File: src/rtl/decoder_scan_nx_pkg.sv
// Shared FSM encoding and sizing helpers for the registered decoder/scanner.
package decoder_scan_nx_pkg;

    typedef enum logic [1:0] {
        ST_IDLE   = 2'd0,
        ST_DECODE = 2'd1,
        ST_SCAN   = 2'd2
    } state_t;

    // Dwell counter width: enough to hold DWELL, never narrower than one bit.
    function automatic int cnt_width(input int dwell);
        int w;
        w = $clog2(dwell + 1);
        return (w < 1) ? 1 : w;
    endfunction

endpackage

File: src/rtl/decoder_scan_nx_onehot_dec.sv
// Combinational code to active-high one-hot decoder, shared by DECODE and SCAN paths.
// Latency 0 cycles; no flow control (pure function of code).
module onehot_dec #(
    parameter int SEL_W = 2
) (
    input  logic [SEL_W-1:0]      code,
    output logic [(2**SEL_W)-1:0] onehot
);

    always_comb begin
        onehot       = '0;
        onehot[code] = 1'b1;
    end

endmodule

File: src/rtl/decoder_scan_nx.sv
// Registered one-hot decoder with self-timed scan mode (DECODE on sel_vld, SCAN every DWELL cycles).
// Latency 1 cycle from sampled inputs to y/idx/wrap; no backpressure, every sel_vld is accepted.
module decoder_scan_nx
    import decoder_scan_nx_pkg::*;
#(
    parameter int SEL_W      = 2,
    parameter int DWELL      = 4,
    parameter bit ACTIVE_LOW = 1'b0
) (
    input  logic                  clk,
    input  logic                  rst,
    input  logic                  en,
    input  logic                  mode,
    input  logic [SEL_W-1:0]      sel_i,
    input  logic                  sel_vld,
    output logic [(2**SEL_W)-1:0] y,
    output logic [SEL_W-1:0]      idx,
    output logic                  wrap
);

    localparam int OUT_W = 2**SEL_W;
    localparam int CNT_W = cnt_width(DWELL);
    localparam logic [CNT_W-1:0] CNT_LAST = CNT_W'(DWELL - 1);
    localparam logic [OUT_W-1:0] Y_IDLE   = ACTIVE_LOW ? '1 : '0;

    state_t            state, nxt_state;
    logic [CNT_W-1:0]  cnt, nxt_cnt;
    logic [SEL_W-1:0]  nxt_idx, idx_inc, dec_code;
    logic [OUT_W-1:0]  nxt_act, y_act, dec_oh;
    logic              nxt_wrap;

    assign idx_inc = idx + SEL_W'(1);
    assign y_act   = ACTIVE_LOW ? ~y : y;

    // Decoder input chosen separately from the next-state logic so the shared
    // decoder never sits inside a combinational feedback path.
    always_comb begin
        dec_code = '0;
        if (en && !mode)
            dec_code = sel_i;
        else if (en && mode && state == ST_SCAN)
            dec_code = idx_inc;
    end

    onehot_dec #(.SEL_W(SEL_W)) u_dec (
        .code   (dec_code),
        .onehot (dec_oh)
    );

    always_comb begin
        nxt_state = state;
        nxt_cnt   = cnt;
        nxt_idx   = idx;
        nxt_act   = y_act;
        nxt_wrap  = 1'b0;
        if (!en) begin
            nxt_state = ST_IDLE;
            nxt_cnt   = '0;
            nxt_idx   = '0;
            nxt_act   = '0;
        end else if (!mode) begin
            nxt_state = ST_DECODE;
            nxt_cnt   = '0;
            if (sel_vld) begin
                nxt_idx = sel_i;
                nxt_act = dec_oh;
            end else if (state != ST_DECODE) begin
                nxt_idx = '0;
                nxt_act = '0;
            end
        end else begin
            nxt_state = ST_SCAN;
            if (state != ST_SCAN) begin
                // Fresh scan: line 0 counts its entry cycle as the first dwell cycle.
                nxt_cnt = '0;
                nxt_idx = '0;
                nxt_act = {{(OUT_W-1){1'b0}}, 1'b1};
            end else if (cnt == CNT_LAST) begin
                nxt_cnt  = '0;
                nxt_idx  = idx_inc;
                nxt_act  = dec_oh;
                nxt_wrap = (idx_inc == '0);
            end else begin
                nxt_cnt = cnt + CNT_W'(1);
            end
        end
    end

    // Polarity applied on the register input so y leaves the flop directly.
    always_ff @(posedge clk) begin
        if (rst) begin
            state <= ST_IDLE;
            cnt   <= '0;
            idx   <= '0;
            wrap  <= 1'b0;
            y     <= Y_IDLE;
        end else begin
            state <= nxt_state;
            cnt   <= nxt_cnt;
            idx   <= nxt_idx;
            wrap  <= nxt_wrap;
            y     <= ACTIVE_LOW ? ~nxt_act : nxt_act;
        end
    end

endmodule
File: config.mk
export PLATFORM = sky130hd
export DESIGN_NAME = decoder_scan_nx
export DESIGN_NICKNAME = d
export VERILOG_FILES = /design/src/rtl/decoder_scan_nx_pkg.sv /design/src/rtl/decoder_scan_nx_onehot_dec.sv /design/src/rtl/decoder_scan_nx.sv
export SDC_FILE = /design/constraint.sdc
export NUM_CORES = 1
export LEC_CHECK = 0
export ABC_AREA = 0
export CORE_AREA = 2 2 39 41
export CTS_BUF_LIST = sky130_fd_sc_hd__clkbuf_4
export DETAILED_ROUTE_END_ITERATION = 12
export DIE_AREA = 0 0 41 43
export PLACE_DENSITY = 0.67
export SYNTH_ARGS = -nofsm -noshare
export SYNTH_HDL_FRONTEND = slang
export SYNTH_SLANG_ARGS = --single-unit
File: constraint.sdc
create_clock -name clk -period 2.25 [get_ports clk]
set_clock_uncertainty 0.1 [all_clocks]
set_input_delay 0.3375 -clock clk [delete_from_list [all_inputs] [get_ports clk]]
set_output_delay 0.3375 -clock clk [all_outputs]
set_load 0.005 [all_outputs]
==> reports/metrics.cfg, run 1 <==
[outcome]
run_status = complete, no violations

[synth]
post_synth_num_cell_types = 27
ys_ff_latch = 12
synth_top_flop_cell = sky130_fd_sc_hd__dfxtp_1
post_synth_inst_count = 56
synthesis.area_per_instance_um2 = 10.0
synthesis_warning_total = 0
synth-async-reset-ratio = 0
yosys_top_cell_area_share = 0.428
post_synth_instance_area_um2 = 562
seq_area_frac_synth = 0.428
synthDominantAreaCellType = sky130_fd_sc_hd__dfxtp_1
synth_edf_count = 0
syn_nets = 66
synth.area.top_cells = sky130_fd_sc_hd__dfxtp_1 (43%), sky130_fd_sc_hd__a32o_1 (7.1%), sky130_fd_sc_hd__ha_1 (6.7%)

[pwr]
pwr_density_cell_mw_per_mm2 = 556
irDropWorstVdd_uv = 340
p_leak_nw = 0.273
design_power_total_mw = 0.407

[cts]
cts_made_buffers = 3
ctsHtreeMaxLevel = 1
post_cts.resized_instances = 0
insertion_delay_ns = 0.28
cts_hold_buffers = 0
cts_setup_buffers = 0
cts_root_buffer = sky130_fd_sc_hd__clkbuf_4
total_clock_sinks = 12
tritoncts = yes
clkSlewWorstSetupHoldPaths_ns = 0.08
clock_tree.buffer_depth = 2

[final_layout]
multiInputGateArea_um2 = 294
final_layout_size_suffix_gt1_frac = 0.139
final_cell_mix = sky130_fd_sc_hd__clkdlybuf4s50_1 (13), sky130_fd_sc_hd__dfxtp_1 (12), sky130_fd_sc_hd__nor2_1 (6)
final_util = 0.530
seq_area_um2 = 240
area_delta_synth_final_pct = 30.5
diodes = 0
most_common_cell_after_layout_fill_and_taps_aside = sky130_fd_sc_hd__clkdlybuf4s50_1
finish.cell_count_without_fillers = 88
filler_cell_count = 134
fin_nets = 83
layout.cell_area.non_filler_um2 = 733

[worst_setup_path]
critical_path.startpoint_type = register
cp_slowest_cell = sky130_fd_sc_hd__nand4bb_1
timing.critical_path.required_ns = 2.33
crit_path_cell_trace = ha_1 > ha_1 > nand4bb_1 > nor3b_1 > a32o_1
worst_ep_arrival_time_ns = 1.79
cpPeakStageDelay_ns = 0.34
cp_common_cell = sky130_fd_sc_hd__ha_1
worst_setup_path_category = register to register
critPathCaptureType = register
path_max_fanout = 5

[die]
die-height_um = 43
floorplan_die_area_mm2 = 0.00176
placeableCoreArea_mm2 = 0.00138
site_row_count = 14
pin_count = 14
die-width_um = 41
initial_core_util = 0.406

[timing]
fmax_mhz = 584
finalHoldViolations = 0
setup_viol_count_final = 0
finalSetupTns_ns = 0
worst_slack_ns = 0.537
grt_setup_unrepaired = no
final.period_utilization = 0.761
slew_headroom = 0.722
worst_pin_slew_ns = 0.417
worst_hold_slack_ns = 0.321
timing.final.crit_period_ns = 1.71
slew_viol_final = 0

[global_route]
global_route.overflow_total = 0
grt_util_all_layers = 0.162
grt_pass1_wl_mm = 1.96
maximum_number_of_pins_on_one_net_before_global_route_repair = 11
antenna_found_initial = 0
first_global_vias = 460

[routing]
post_drt_via_cell_ratio = 5.47
first_pass_iters = 2
routed-via-count = 481
drt_wl_total_mm = 1.15
drc = 0
count_of_routing_violations_after_the_opening_detailed_route_iteration = 3
antenna_violating_nets_post_route = 0
route.detailed.wl_per_inst_um = 13.1

[flow_run]
drv.max_cap_violation_count = 0

[placement]
place_ws_ns = 0.285
gp_congestion = 0.864
io_buffer_count = 13
placed_area_um2 = 707
numPlacedInstances = 84
hpwlAfterDp_um = 883

[min_path]
hp-class = register to register

[power by group]
part           leakage, nW  internal [mW]  total, mW  switching, mW
Clock               0.0154         0.0643      0.142         0.0773
Combinational        0.160         0.0249     0.0457         0.0208
Sequential          0.0973          0.216      0.220        0.00395
Total                0.273          0.305      0.407          0.102
[cells by family after synthesis]
family / count (synthesis) / synth area share
compound gates: 15 / 0.218
flops: 12 / 0.428
buf+inv: 6 / 0.0490
fa+ha+maj: 3 / 0.0668
simple gates: 20 / 0.238
[worst paths after layout]
| path | startpoint | to | slack, ns | cells after the start |
|---|---|---|---|---|
| max reg2reg | cnt[0] | y[0] | 0.54 | 5 |
| max | cnt[0] | y[0] | 0.54 | 5 |
| min reg2reg | cnt[0] | cnt[0] | 0.32 | 1 |
| min | cnt[0] | cnt[0] | 0.32 | 1 |
[cell type report]
type	count	share of cell area
Sequential cell	12	0.328
Tap cell	16	0.0273
Timing Repair Buffer	14	0.188
Multi-Input combinational cell	38	0.401
Inverter	4	0.0205
Clock buffer	3	0.0307
Clock inverter	1	0.00512
[synth_stat cells, types with 2 or more instances]
library cell and number:
sky130_fd_sc_hd__dfxtp_1 12, sky130_fd_sc_hd__nand4b_1 2, sky130_fd_sc_hd__ha_1 3, sky130_fd_sc_hd__a32o_1 4, sky130_fd_sc_hd__nand2b_1 2, sky130_fd_sc_hd__nor2_1 6
sky130_fd_sc_hd__a21oi_1 4, sky130_fd_sc_hd__inv_1 4
[worst max-delay path: cells and delay by family, from the launching register on]
kind            cells  cell delay (ns)
flops               1             0.32
simple gates        2             0.57
compound gates      1             0.23
fa+ha+maj           2             0.41
[routing by layer]
| layer | vias up | share of wire | track usage |
|---|---|---|---|
| met5 | - | 0 | 0 |
| li1 | 241 | - | - |
| met3 | 4 | 0.031 | 0.0314 |
| met2 | 11 | 0.49 | 0.253 |
| met1 | 225 | 0.45 | 0.211 |
| met4 | 0 | 0.027 | 0.0600 |
[flip-flops by register name (all words and copies together) (netlist names)]
name / cells
y: 4
cnt: 3
idx: 2
wrap: 1
state: 2
Note: power is estimated with default switching activity, not from simulation.
==> inputs of run 2 (changes only) <==
PLACE_DENSITY = 0.7   (was 0.67)
clock period = 1.39 ns   (was 2.25 ns; I/O delays follow)
==> run 2 against run 1 <==
  * Sequential share of layout area fell by 5.1 points
  * Combinational power increased by 110%
  * Count of clock-buffer cells in the layout stayed put
  * Core utilization rose by 12 points
  * Routed wire length increased by 13%
  * Largest power group unchanged
  * Non-clock buffer count increased by 14
  * Die area stayed put
  * Critical path depth did not move
  * Critical endpoint unchanged
  * The flow now finishes with violations (setup timing)
  * Design area up 23%
  * Cell count rose by 15%
  * Via count is 11% higher
==> reports/metrics.cfg, run 2 (synthesized netlist as in run 1, its figures left out) <==
[outcome]
violations = setup timing
run_status = finished with violations  ; was complete, no violations

[timing]
setup_viol_count_final = 9  ; was 0
finalHoldViolations = 0  ; unchanged
slew_viol_final = 0  ; unchanged
fmax_mhz = 688  ; was 584 MHz
grt_setup_unrepaired = yes  ; was no
worst_pin_slew_ns = 0.265  ; was 0.417 ns
slew_headroom = 0.822  ; was 0.722
worst_slack_ns = -0.0637  ; was 0.537 ns
final.period_utilization = 1.05  ; was 0.761
timing.final.crit_period_ns = 1.45  ; was 1.71 ns
finalSetupTns_ns = -0.353  ; was 0 ns

[flow_run]
drv.max_cap_violation_count = 0  ; unchanged

[final_layout]
top_register = y  ; unchanged
filler_cell_count = 126  ; was 134
final_layout_size_suffix_gt1_frac = 0.471  ; was 0.139
max_ffs_per_register = 4  ; unchanged
fin_nets = 97  ; was 83
final_cell_mix = sky130_fd_sc_hd__buf_4 (15), sky130_fd_sc_hd__dfxtp_2 (7), sky130_fd_sc_hd__dlygate4sd2_1 (7), sky130_fd_sc_hd__dfxtp_1 (5), sky130_fd_sc_hd__clkdlybuf4s50_1 (5)  ; was sky130_fd_sc_hd__clkdlybuf4s50_1 (13), sky130_fd_sc_hd__dfxtp_1 (12), sky130_fd_sc_hd__nor2_1 (6)
largest_registers = y x4, cnt x3  ; unchanged
most_common_cell_after_layout_fill_and_taps_aside = sky130_fd_sc_hd__buf_4  ; was sky130_fd_sc_hd__clkdlybuf4s50_1
multiInputGateArea_um2 = 358  ; was 294 um^2
diodes = 0  ; unchanged
finish.cell_count_without_fillers = 101  ; was 88
seq_area_um2 = 249  ; was 240 um^2
area_delta_synth_final_pct = 60.4  ; was 30.5%
final_util = 0.651  ; was 0.530
layout.cell_area.non_filler_um2 = 901  ; was 733 um^2

[cts]
cts_made_buffers = 3  ; unchanged
tritoncts = yes  ; unchanged
clock_tree.buffer_depth = 2  ; unchanged
cts_root_buffer = sky130_fd_sc_hd__clkbuf_4  ; unchanged
clkSlewWorstSetupHoldPaths_ns = 0.07  ; was 0.08 ns
cts_hold_buffers = 0  ; unchanged
total_clock_sinks = 12  ; unchanged
ctsHtreeMaxLevel = 1  ; unchanged
insertion_delay_ns = 0.27  ; was 0.28 ns

[worst_setup_path]
timing.critical_path.required_ns = 1.46  ; was 2.33 ns
path_max_fanout = 4  ; was 5
crit_path_cell_trace = ha_4 > ha_4 > nand4bb_4 > nor3b_2 > a32o_1  ; was ha_1 > ha_1 > nand4bb_1 > nor3b_1 > a32o_1
worstPathBufferInverterCount = 0  ; unchanged
critical_path.startpoint_type = register  ; unchanged
cp_common_cell = sky130_fd_sc_hd__ha_4  ; was sky130_fd_sc_hd__ha_1
critical_path.top_delay_family = simple AND/OR/NAND/NOR gates  ; unchanged
cpPeakStageDelay_ns = 0.34  ; about the same
cp_slowest_cell = sky130_fd_sc_hd__dfxtp_2  ; was sky130_fd_sc_hd__nand4bb_1
worst_ep_arrival_time_ns = 1.52  ; was 1.79 ns
worst_setup_path_category = register to register  ; unchanged
critPathCaptureType = register  ; unchanged

[die]
die-height_um = 43  ; unchanged
pin_count = 14  ; unchanged
placeableCoreArea_mm2 = 0.00138  ; unchanged
site_row_count = 14  ; unchanged
initial_core_util = 0.406  ; unchanged
floorplan_die_area_mm2 = 0.00176  ; unchanged
die-width_um = 41  ; unchanged

[routing]
route.detailed.wl_per_inst_um = 12.8  ; was 13.1 um
post_drt_via_cell_ratio = 5.30  ; was 5.47
routed-via-count = 535  ; was 481
first_pass_iters = 4  ; was 2
drc = 0  ; unchanged
drt_wl_total_mm = 1.30  ; was 1.15 mm
antenna_violating_nets_post_route = 0  ; unchanged
count_of_routing_violations_after_the_opening_detailed_route_iteration = 5  ; was 3

[pwr]
irDropWorstVdd_uv = 506  ; was 340 uV
pwr_density_cell_mw_per_mm2 = 739  ; was 556 mW/mm^2
p_leak_nw = 0.392  ; was 0.273 nW

[global_route]
grt_pass1_wl_mm = 2.25  ; was 1.96 mm
maximum_number_of_pins_on_one_net_before_global_route_repair = 11  ; unchanged
global_route.overflow_total = 0  ; unchanged
first_global_vias = 537  ; was 460
antenna_found_initial = 0  ; unchanged
grt_util_all_layers = 0.195  ; was 0.162

[placement]
numPlacedInstances = 97  ; was 84
place_ws_ns = -0.395  ; was 0.285 ns
io_buffer_count = 13  ; unchanged
gp_congestion = 0.778  ; was 0.864
placed_area_um2 = 855  ; was 707 um^2
hpwlAfterDp_mm = 1.00  ; was 883 um

[min_path]
hp-class = register to register  ; unchanged

[run 2: cell types whose count changed in the layout (fill, tap and decap cells not counted), sizes merged]
cell,before,now
clkinv,1,0
dlymetal6s2s,0,1
clkdlybuf4s50,13,5
buf,1,15
dlygate4sd2,0,7
[run 2: layout make-up]
class                   instances  area share
clock buffers                   3      0.0250
inverters                       4      0.0167
multi-input cells              38       0.397
flip-flops and latches         12       0.276
well taps                      16      0.0222
repair buffers                 28       0.263
[run 2: metal layers]
layer  track usage  routed length [um]  vias up
li1              -                   -      271
met3        0.0576                  60        4
met1         0.217                 563      245
met4         0.127                  33        0
met5             0                   0        -
met2         0.303                 639       15
[run 2: path summary, 6_finish.rpt]
kind / from / endpoint / slack (ns) / cells after the start
setup / recovery: cnt[1] / y[0] / -0.06 / 5
hold / removal: y[2] / y[2] / 0.36 / 1
setup reg to reg: cnt[1] / y[0] / -0.06 / 5
hold reg to reg: y[2] / y[2] / 0.36 / 1
[run 2: stage by stage]
| step | power, mW | hold slack [ns] |
|---|---|---|
| after floorplan | 0.406 | 0.308 |
| after global placement | 0.459 | 0.316 |
| after detailed placement | 0.461 | 0.326 |
| after CTS | 0.670 | 0.367 |
| after global routing | 0.693 | 0.397 |
| final | 0.666 | 0.361 |
[run 2: where the power goes]
group	total, mW	internal (mW)	switching, mW
combinational	0.0974	0.0555	0.0419
sequential	0.354	0.351	0.00341
clock	0.214	0.100	0.114
total	0.666	0.507	0.159
[run 2: timing repair]
item	in CTS	in global routing
resized for setup	14	3
pin swaps	2	3
buffers inserted	1	0
setup endpoints to repair	15	10
